**src/rtl/tensor_pkg.sv**
```systemverilog
// Shared types, tile geometry and lane mapping for the tensor operand path.
// Used by tensor_operand_packer, tensor_operand_slot and the bench model.
package tensor_pkg;

  localparam int TENSOR_LANES = 8;
  localparam int TILE_M       = 4;
  localparam int TILE_N       = 4;
  localparam int TILE_K       = 2;

  typedef enum logic [1:0] {
    KIND_A  = 2'd0,
    KIND_B  = 2'd1,
    KIND_C0 = 2'd2,
    KIND_C1 = 2'd3
  } kind_e;

  function automatic logic [2:0] a_lane(input int r, input int c);
    return 3'(2 * r + c);
  endfunction

  function automatic logic [2:0] b_lane(input int r, input int c);
    return 3'(4 * r + c);
  endfunction

  // C rows 0-1 come from C0, rows 2-3 from C1; both use the same lanes
  function automatic logic [2:0] c_lane(input int r, input int c);
    return 3'(4 * (r % 2) + c);
  endfunction

endpackage

```
**src/rtl/tensor_operand_slot.sv**
```systemverilog
// Single registered output slot with valid/ready handshake.
// A load in the same cycle as a drain keeps the slot full with new data.
module tensor_operand_slot
  import tensor_pkg::*;
#(
  parameter int DW = 8
) (
  input  logic          clk,
  input  logic          rst,
  input  logic          load_i,
  input  logic [DW-1:0] data_i,
  input  logic          ready_i,
  output logic          valid_o,
  output logic [DW-1:0] data_o
);

  logic          valid_q, valid_d;
  logic [DW-1:0] data_q, data_d;

  always_comb begin
    valid_d = valid_q;
    data_d  = data_q;
    if (load_i) begin
      valid_d = 1'b1;
      data_d  = data_i;
    end else if (valid_q && ready_i) begin
      valid_d = 1'b0;
    end
  end

  always_ff @(posedge clk or posedge rst) begin
    if (rst) begin
      valid_q <= 1'b0;
      data_q  <= '0;
    end else begin
      valid_q <= valid_d;
      data_q  <= data_d;
    end
  end

  assign valid_o = valid_q;
  assign data_o  = data_q;

endmodule

```
**src/rtl/tensor_operand_packer.sv**
```systemverilog
// Collects A/B/C0/C1 operand beats into a tile set for the dot-product unit.
// Define TENSOR_OPERAND_PACKER_PERF_EN to add perf_issued/perf_stall counters.
`ifndef NW_WIDTH
`define NW_WIDTH 4
`endif

module tensor_operand_packer
  import tensor_pkg::*;
#(
  parameter int WIDW       = `NW_WIDTH,
  parameter int PERF_CTR_W = 32
) (
  input  logic                   clk,
  input  logic                   reset,
  input  logic                   flush,
  input  logic                   beat_valid,
  output logic                   beat_ready,
  input  logic [1:0]             beat_kind,
  input  logic [WIDW-1:0]        beat_wid,
  input  logic [7:0][31:0]       beat_data,
  output logic                   valid_out,
  input  logic                   ready_out,
  output logic [3:0][1:0][31:0]  A_tile,
  output logic [1:0][3:0][31:0]  B_tile,
  output logic [3:0][3:0][31:0]  C_tile,
  output logic [WIDW-1:0]        wid_out,
`ifdef TENSOR_OPERAND_PACKER_PERF_EN
  output logic [PERF_CTR_W-1:0]  perf_issued,
  output logic [PERF_CTR_W-1:0]  perf_stall,
`endif
  output logic                   protocol_err
);

  localparam int DW = 256 + 256 + 512 + WIDW;

  kind_e state_q, state_d;

  logic [3:0][1:0][31:0] a_q;
  logic [1:0][3:0][31:0] b_q;
  logic [1:0][3:0][31:0] c0_q;
  logic [WIDW-1:0]       wid_q;
  logic                  err_q;

  logic [3:0][1:0][31:0] a_in;
  logic [1:0][3:0][31:0] b_in;
  logic [1:0][3:0][31:0] c_in;

  logic          accept, good, bad, load;
  logic [DW-1:0] slot_d, slot_q;

  always_comb begin
    a_in = '0;
    b_in = '0;
    c_in = '0;
    for (int r = 0; r < TILE_M; r++)
      for (int c = 0; c < TILE_K; c++)
        a_in[r][c] = beat_data[a_lane(r, c)];
    for (int r = 0; r < TILE_K; r++)
      for (int c = 0; c < TILE_N; c++) begin
        b_in[r][c] = beat_data[b_lane(r, c)];
        c_in[r][c] = beat_data[c_lane(r, c)];
      end
  end

  always_ff @(posedge clk or posedge reset) begin
    if (reset) state_q <= KIND_A;
    else       state_q <= state_d;
  end

  always_comb begin
    state_d = state_q;
    if (flush) begin
      state_d = KIND_A;
    end else if (good) begin
      unique case (state_q)
        KIND_A:  state_d = KIND_B;
        KIND_B:  state_d = KIND_C0;
        KIND_C0: state_d = KIND_C1;
        KIND_C1: state_d = KIND_A;
      endcase
    end
  end

  // Only C1 can stall: it is the beat that needs the output slot
  always_comb begin
    beat_ready = !flush &&
      ((state_q != KIND_C1) || !valid_out || ready_out);
    accept = beat_valid && beat_ready;
    good   = accept && (beat_kind == state_q) &&
      ((state_q == KIND_A) || (beat_wid == wid_q));
    bad    = accept && !good;
    load   = good && (state_q == KIND_C1);
  end

  always_ff @(posedge clk or posedge reset) begin
    if (reset) begin
      a_q   <= '0;
      b_q   <= '0;
      c0_q  <= '0;
      wid_q <= '0;
      err_q <= 1'b0;
    end else begin
      err_q <= bad;
      if (good) begin
        unique case (state_q)
          KIND_A: begin
            a_q   <= a_in;
            wid_q <= beat_wid;
          end
          KIND_B:  b_q  <= b_in;
          KIND_C0: c0_q <= c_in;
          KIND_C1: begin
          end
        endcase
      end
    end
  end

  assign slot_d = {a_q, b_q, c_in, c0_q, wid_q};

  tensor_operand_slot #(
    .DW(DW)
  ) u_slot (
    .clk    (clk),
    .rst    (reset),
    .load_i (load),
    .data_i (slot_d),
    .ready_i(ready_out),
    .valid_o(valid_out),
    .data_o (slot_q)
  );

  assign {A_tile, B_tile, C_tile, wid_out} = slot_q;
  assign protocol_err = err_q;

`ifdef TENSOR_OPERAND_PACKER_PERF_EN
  logic [PERF_CTR_W-1:0] issued_q, stall_q;

  always_ff @(posedge clk or posedge reset) begin
    if (reset) begin
      issued_q <= '0;
      stall_q  <= '0;
    end else begin
      if (valid_out && ready_out)  issued_q <= issued_q + 1'b1;
      if (beat_valid && !beat_ready) stall_q <= stall_q + 1'b1;
    end
  end

  assign perf_issued = issued_q;
  assign perf_stall  = stall_q;
`endif

endmodule
```
**config.mk**
```make
export PLATFORM = sky130hd
export DESIGN_NAME = tensor_operand_packer
export DESIGN_NICKNAME = d
export VERILOG_FILES = /design/src/rtl/tensor_pkg.sv /design/src/rtl/tensor_operand_slot.sv /design/src/rtl/tensor_operand_packer.sv
export SDC_FILE = /design/constraint.sdc
export NUM_CORES = 2
export LEC_CHECK = 0
export CAP_MARGIN = 5
export CORE_AREA = 2 2 509 511
export CTS_CLUSTER_SIZE = 30
export DETAILED_ROUTE_END_ITERATION = 12
export DIE_AREA = 0 0 511 513
export PLACE_DENSITY_LB_ADDON = 0.15
export SYNTH_ARGS = -nofsm -noshare
export SYNTH_HDL_FRONTEND = slang
export SYNTH_SLANG_ARGS = --single-unit
```
**constraint.sdc**
```tcl
create_clock -name clk -period 72.4 [get_ports clk]
set_clock_uncertainty 0.2 [all_clocks]
set_input_delay 14.48 -clock clk [delete_from_list [all_inputs] [get_ports clk]]
set_output_delay 14.48 -clock clk [all_outputs]
set_load 0.02 [all_outputs]
```
# ---- Yosys cells after proc, flatten, opt, wreduce, memory -nomap -nowiden
# Cells that the tools add are included.
dict set report word_totals {
  register_bits 1804
  in_bits 267
  out_inout_bits 1031
  word_cells 59
}
dict set report op_classes {
  eq_ne 6
  n_mux 5
  reduce_logical 19
}
# operator count
set op_table {}
lappend op_table {{one-hot mux 2 bit (4 select lines)} 1}
lappend op_table {{logical AND 1 bit} 7}
lappend op_table {{AND reduction 2 bit} 3}
lappend op_table {{== test 2 bit, second input constant} 2}
lappend op_table {{== test 4 bit} 1}
lappend op_table {{two-way mux 2 bit} 2}
lappend op_table {{nonzero test 2 bit} 2}
lappend op_table {{logical NOT 1 bit} 3}
lappend op_table {{logical OR 1 bit} 3}
lappend op_table {{== test 2 x 1 -> 1 bit, second input constant} 1}
lappend op_table {{== test 2 bit} 1}
lappend op_table {{logical NOT 2 bit} 1}
lappend op_table {{two-way mux 1 bit} 2}
lappend op_table {{inequality test 2 bit, second input constant} 1}

# ---- Logic depth before layout (Yosys ltp)
dict set report depth {
  depth_word 9
  depth_mapped 8
  ltp_nobuf 5
}

# ---- Cells and area by module
# Synthesis repeated with hierarchy kept, for this count alone.
dict set report hier_totals {
  hier_cells 3833
  area_unflattened_um2 67383.4
}
# mod instances cells_each area_per_inst_um2 seq_area_each_um2
set by_module_without_submodules {}
lappend by_module_without_submodules {tensor_operand_slot 1 2174 38533.2 25749.7}
lappend by_module_without_submodules {tensor_operand_packer 1 1659 28850.2 19393.6}

# ---- Worst setup path after synthesis
# Ideal clock, no wire load.
dict set report synth_path {
  path_kind {in2out}
  from {in ready_out}
  to {out beat_ready}
  t_arrival_ns 14.985
  required_time_ns 57.720
  setup_slack_ns 42.735
  path_stages 2
  n_path_buf 0
  cell_sequence {and3b_1 nor2_1}
}
dict set report synth_between {
  elab_chain_len 2
}
# item line
set synth_lines {}
lappend synth_lines {{start: declaration} tensor_operand_packer.sv:22} ;# input logic ready_out,
lappend synth_lines {{logical OR 1 bit} tensor_operand_packer.sv:87} ;# ((state_q != KIND_C1) || !valid_out || ready_out);
lappend synth_lines {{logical AND 1 bit} tensor_operand_packer.sv:86} ;# beat_ready = !flush &&
lappend synth_lines {{end: declaration} tensor_operand_packer.sv:17} ;# output logic beat_ready,
# Every way passes these cells.

# ---- Final worst setup path
# Same ends and word-level chain as after synthesis.

==> results_dict.tcl <==
set metrics [dict create \
    ys_types 21 \
    place_congestion 0.786 \
    cts_setup_buffers 0 \
    holdWs_ns 0.227 \
    ioPinCount 1298 \
    antenna_found_initial 46 \
    io_buffers 1297 \
    dp_hpwl_um 153000 \
    ys_seq_area_share_pct 67.8 \
    worst_ep_required_time_ns 57.72 \
    synthesis.area_mm2 0.0666 \
    yosysTopAreaCell "dfrtp_1" \
    wl_per_cell_um 24.8 \
    comb_power_share_pct 5.3 \
    tritoncts "done" \
    insertion_delay_ns 0.85 \
    die_x_um 511 \
    die_area_mm2 0.262 \
    first_pass_iters 6 \
    endpoint_kind "output port" \
    tightest_slew_ns 1.22 \
    slew_viol_final 0 \
    hp-class "flop to flop" \
    power_mw 2.24 \
    relSlewSlack_pct 18.5 \
    intPower_mw 1.73 \
    drtIter0Drc 1423 \
    yosys_warnings 0 \
    fin_util_pct 35.1 \
    crit_arrival_ns 16.54 \
    critPathKind "input pin to output port" \
    synth_fp_nets 4104 \
    hold_viol 0 \
    cts_hold_buf 0 \
    grt_use_total_pct 16.3 \
    syn_area_per_cell_um2 17.4 \
    core_mm2 0.256 \
    clockBufferDepth 3 \
    drv_cap 0 \
    min_period_ns 31.23 \
    fill_cells 24700 \
    post-route-drc-count 0 \
    ir_drop_mv 0.0216 \
    vias 37800 \
    p_per_area_mw_per_mm2 24.9 \
    numCtsBuffers 203 \
    antenna_left 0 \
    clk_pin_slew_ns 0.06 \
    overflow 0 \
    rsz0062_at_grt "false" \
    crit_fanout 2 \
    clock.fmax_mhz 32.0 \
    period_share_pct 43.1 \
    ctsResizeCount 0 \
    cts.sink_count 1804 \
    setup_viol_count_final 0 \
    htree_levels 4 \
    switching_share_pct 22.9 \
    p_switching_uw 513 \
    grt_first_pass_wirelength_um 310000 \
    vias_per_cell 4.33 \
    grt_pass1_vias 40100 \
    fp-row-count 186 \
    pwr-share-seq_pct 49.2 \
    start_util_pct 26.0 \
    fin_nets 5464 \
    clkPwrFrac_pct 45.5 \
    die_h_um 513 \
    status "completed" \
    synth_area_leaders "dfrtp_1 68%, mux2_2 29%, mux2_1 1.5%" \
    routed_wl_um 217000 \
    root_buffer "clkbuf_16" \
    fin_tns_setup_ns 0 \
    ys_ff_latch 1804 \
    drive_above_1_share_pct 38.6 \
    area_growth_pct 35.1 \
    synth_top_area_share_pct 67.8 \
    start_kind "input pin" \
    leakage_nw 43.3 \
    grt_max_degree 151 \
    synthCells 3833 \
]
Yosys cell counts (all sizes together):
cell,instances
clkbuf,14
a21oi,1
nand2,2
nor2,3
dfrtp,1804
mux2,1801
xor2,2
nand3,3
xnor2,4
inv,4
nor4,1
o21ai,1
a311oi,1
and3,1
ha,4
a41o,1
nand2b,1
and3b,1
buf,184
cell families after synthesis:
group	synth area share (%)
and+or+nand+nor	0.115
DFF	67.8
buffers and inverters	1.47
xor gates and xnor gates	0.0789
muxes	30.4
adders and majority gates	0.0751
AOI/OAI and AO/OA	0.0432
metal layers:
metal	wire length [um]	vias to the layer above	global-route usage, %
met5	246	-	0
met4	8160	38	6.46
met3	22800	339	7.87
met2	100000	1174	25.9
met1	85700	20000	18.9
li1	-	16300	-
power groups by stage:
| stage | Combinational (mW) | Sequential, mW | Clock (mW) |
|---|---|---|---|
| 2_1_floorplan | 0.0751 | 1.12 | 0 |
| 3_3_place_gp | 0.119 | 1.12 | 0 |
| 3_5_place_dp | 0.122 | 1.12 | 0 |
| 4_1_cts | 0.123 | 1.10 | 1.06 |
| 5_1_grt | 0.131 | 1.11 | 1.10 |
| 6_report | 0.118 | 1.10 | 1.02 |
sequential cells by signal (all words and copies together), names as in the netlist:
signal	count
a_q	256
b_q	256
c0_q	256
protocol_err	1
state_q	2
u_slot.data_o	1028
u_slot.valid_o	1
wid_q	4
critical path, cell delays in order:
cell,delay [ns]
clkdlybuf4s50_1,0.48
and3b_1,0.22
nor2_1,0.62
clkdlybuf4s50_1,0.75
worst paths after layout:
check,startpoint,to,slack [ns],depth (start not counted)
min in group asynchronous,reset,u_slot.data_o[364]$_DFFE_PP0P_,13.98,2
worst min register to register,c0_q[147]$_DFFE_PP0P_,u_slot.data_o[151]$_DFFE_PP0P_,0.23,1
worst max register to register,state_q[0]$_DFFE_PP0P_,u_slot.data_o[405]$_DFFE_PP0P_,64.79,11
worst max-delay path,ready_out,beat_ready,41.18,4
worst min-delay path,c0_q[147]$_DFFE_PP0P_,u_slot.data_o[151]$_DFFE_PP0P_,0.23,1
max in group asynchronous,reset,c0_q[222]$_DFFE_PP0P_,53.26,7
placed cells by master, fill, tap and decap left out:
cell | synthesis | routed
clkbuf_1 | 14 | 67
clkinv_8 | 0 | 2
nand3_4 | 0 | 3
nor4_4 | 1 | 1
and3b_1 | 1 | 1
nand2_1 | 2 | 1
ha_1 | 4 | 4
nand2b_1 | 1 | 1
clkinv_4 | 0 | 1
xor2_1 | 2 | 2
clkinv_16 | 0 | 6
nor2_1 | 3 | 3
mux2_1 | 89 | 89
inv_6 | 0 | 2
clkbuf_8 | 0 | 47
o21ai_0 | 1 | 1
xnor2_1 | 4 | 4
diode_2 | 0 | 11
inv_1 | 4 | 3
inv_8 | 0 | 2
a311oi_1 | 1 | 1
a21oi_1 | 1 | 1
mux2_2 | 1712 | 1712
clkinv_2 | 0 | 17
dfrtp_1 | 1804 | 1804
inv_16 | 0 | 4
clkbuf_16 | 0 | 204
nand2_4 | 0 | 1
buf_4 | 0 | 53
bufinv_16 | 0 | 6
and3_1 | 1 | 1
buf_12 | 0 | 3
a41o_1 | 1 | 1
clkdlybuf4s50_1 | 0 | 1297
layout make-up:
| cell class | count | area (um^2) | share of cell area (%) |
|---|---|---|---|
| diodes | 11 | 27.5 | 0.0306 |
| clock buffers | 318 | 6000 | 6.67 |
| clock inverters | 39 | 596 | 0.662 |
| repair buffers | 1353 | 13400 | 14.9 |
| inverters | 4 | 22.5 | 0.0250 |
| flip-flops and latches | 1804 | 45100 | 50.2 |
| multi-input cells | 1827 | 20500 | 22.8 |
| well taps | 3384 | 4230 | 4.70 |
stage by stage:
stage          std cells  worst slack [ns]  cell area (um^2)
2_1_floorplan       3833              6.79             66600
3_3_place_gp        8372             41.18             83400
3_5_place_dp        8372             41.23             83400
4_1_cts             8729             41.22             90000
5_1_grt             8734             41.23             90000
6_report            8740             41.18             90000
Note: power is estimated with default switching activity, not from simulation.
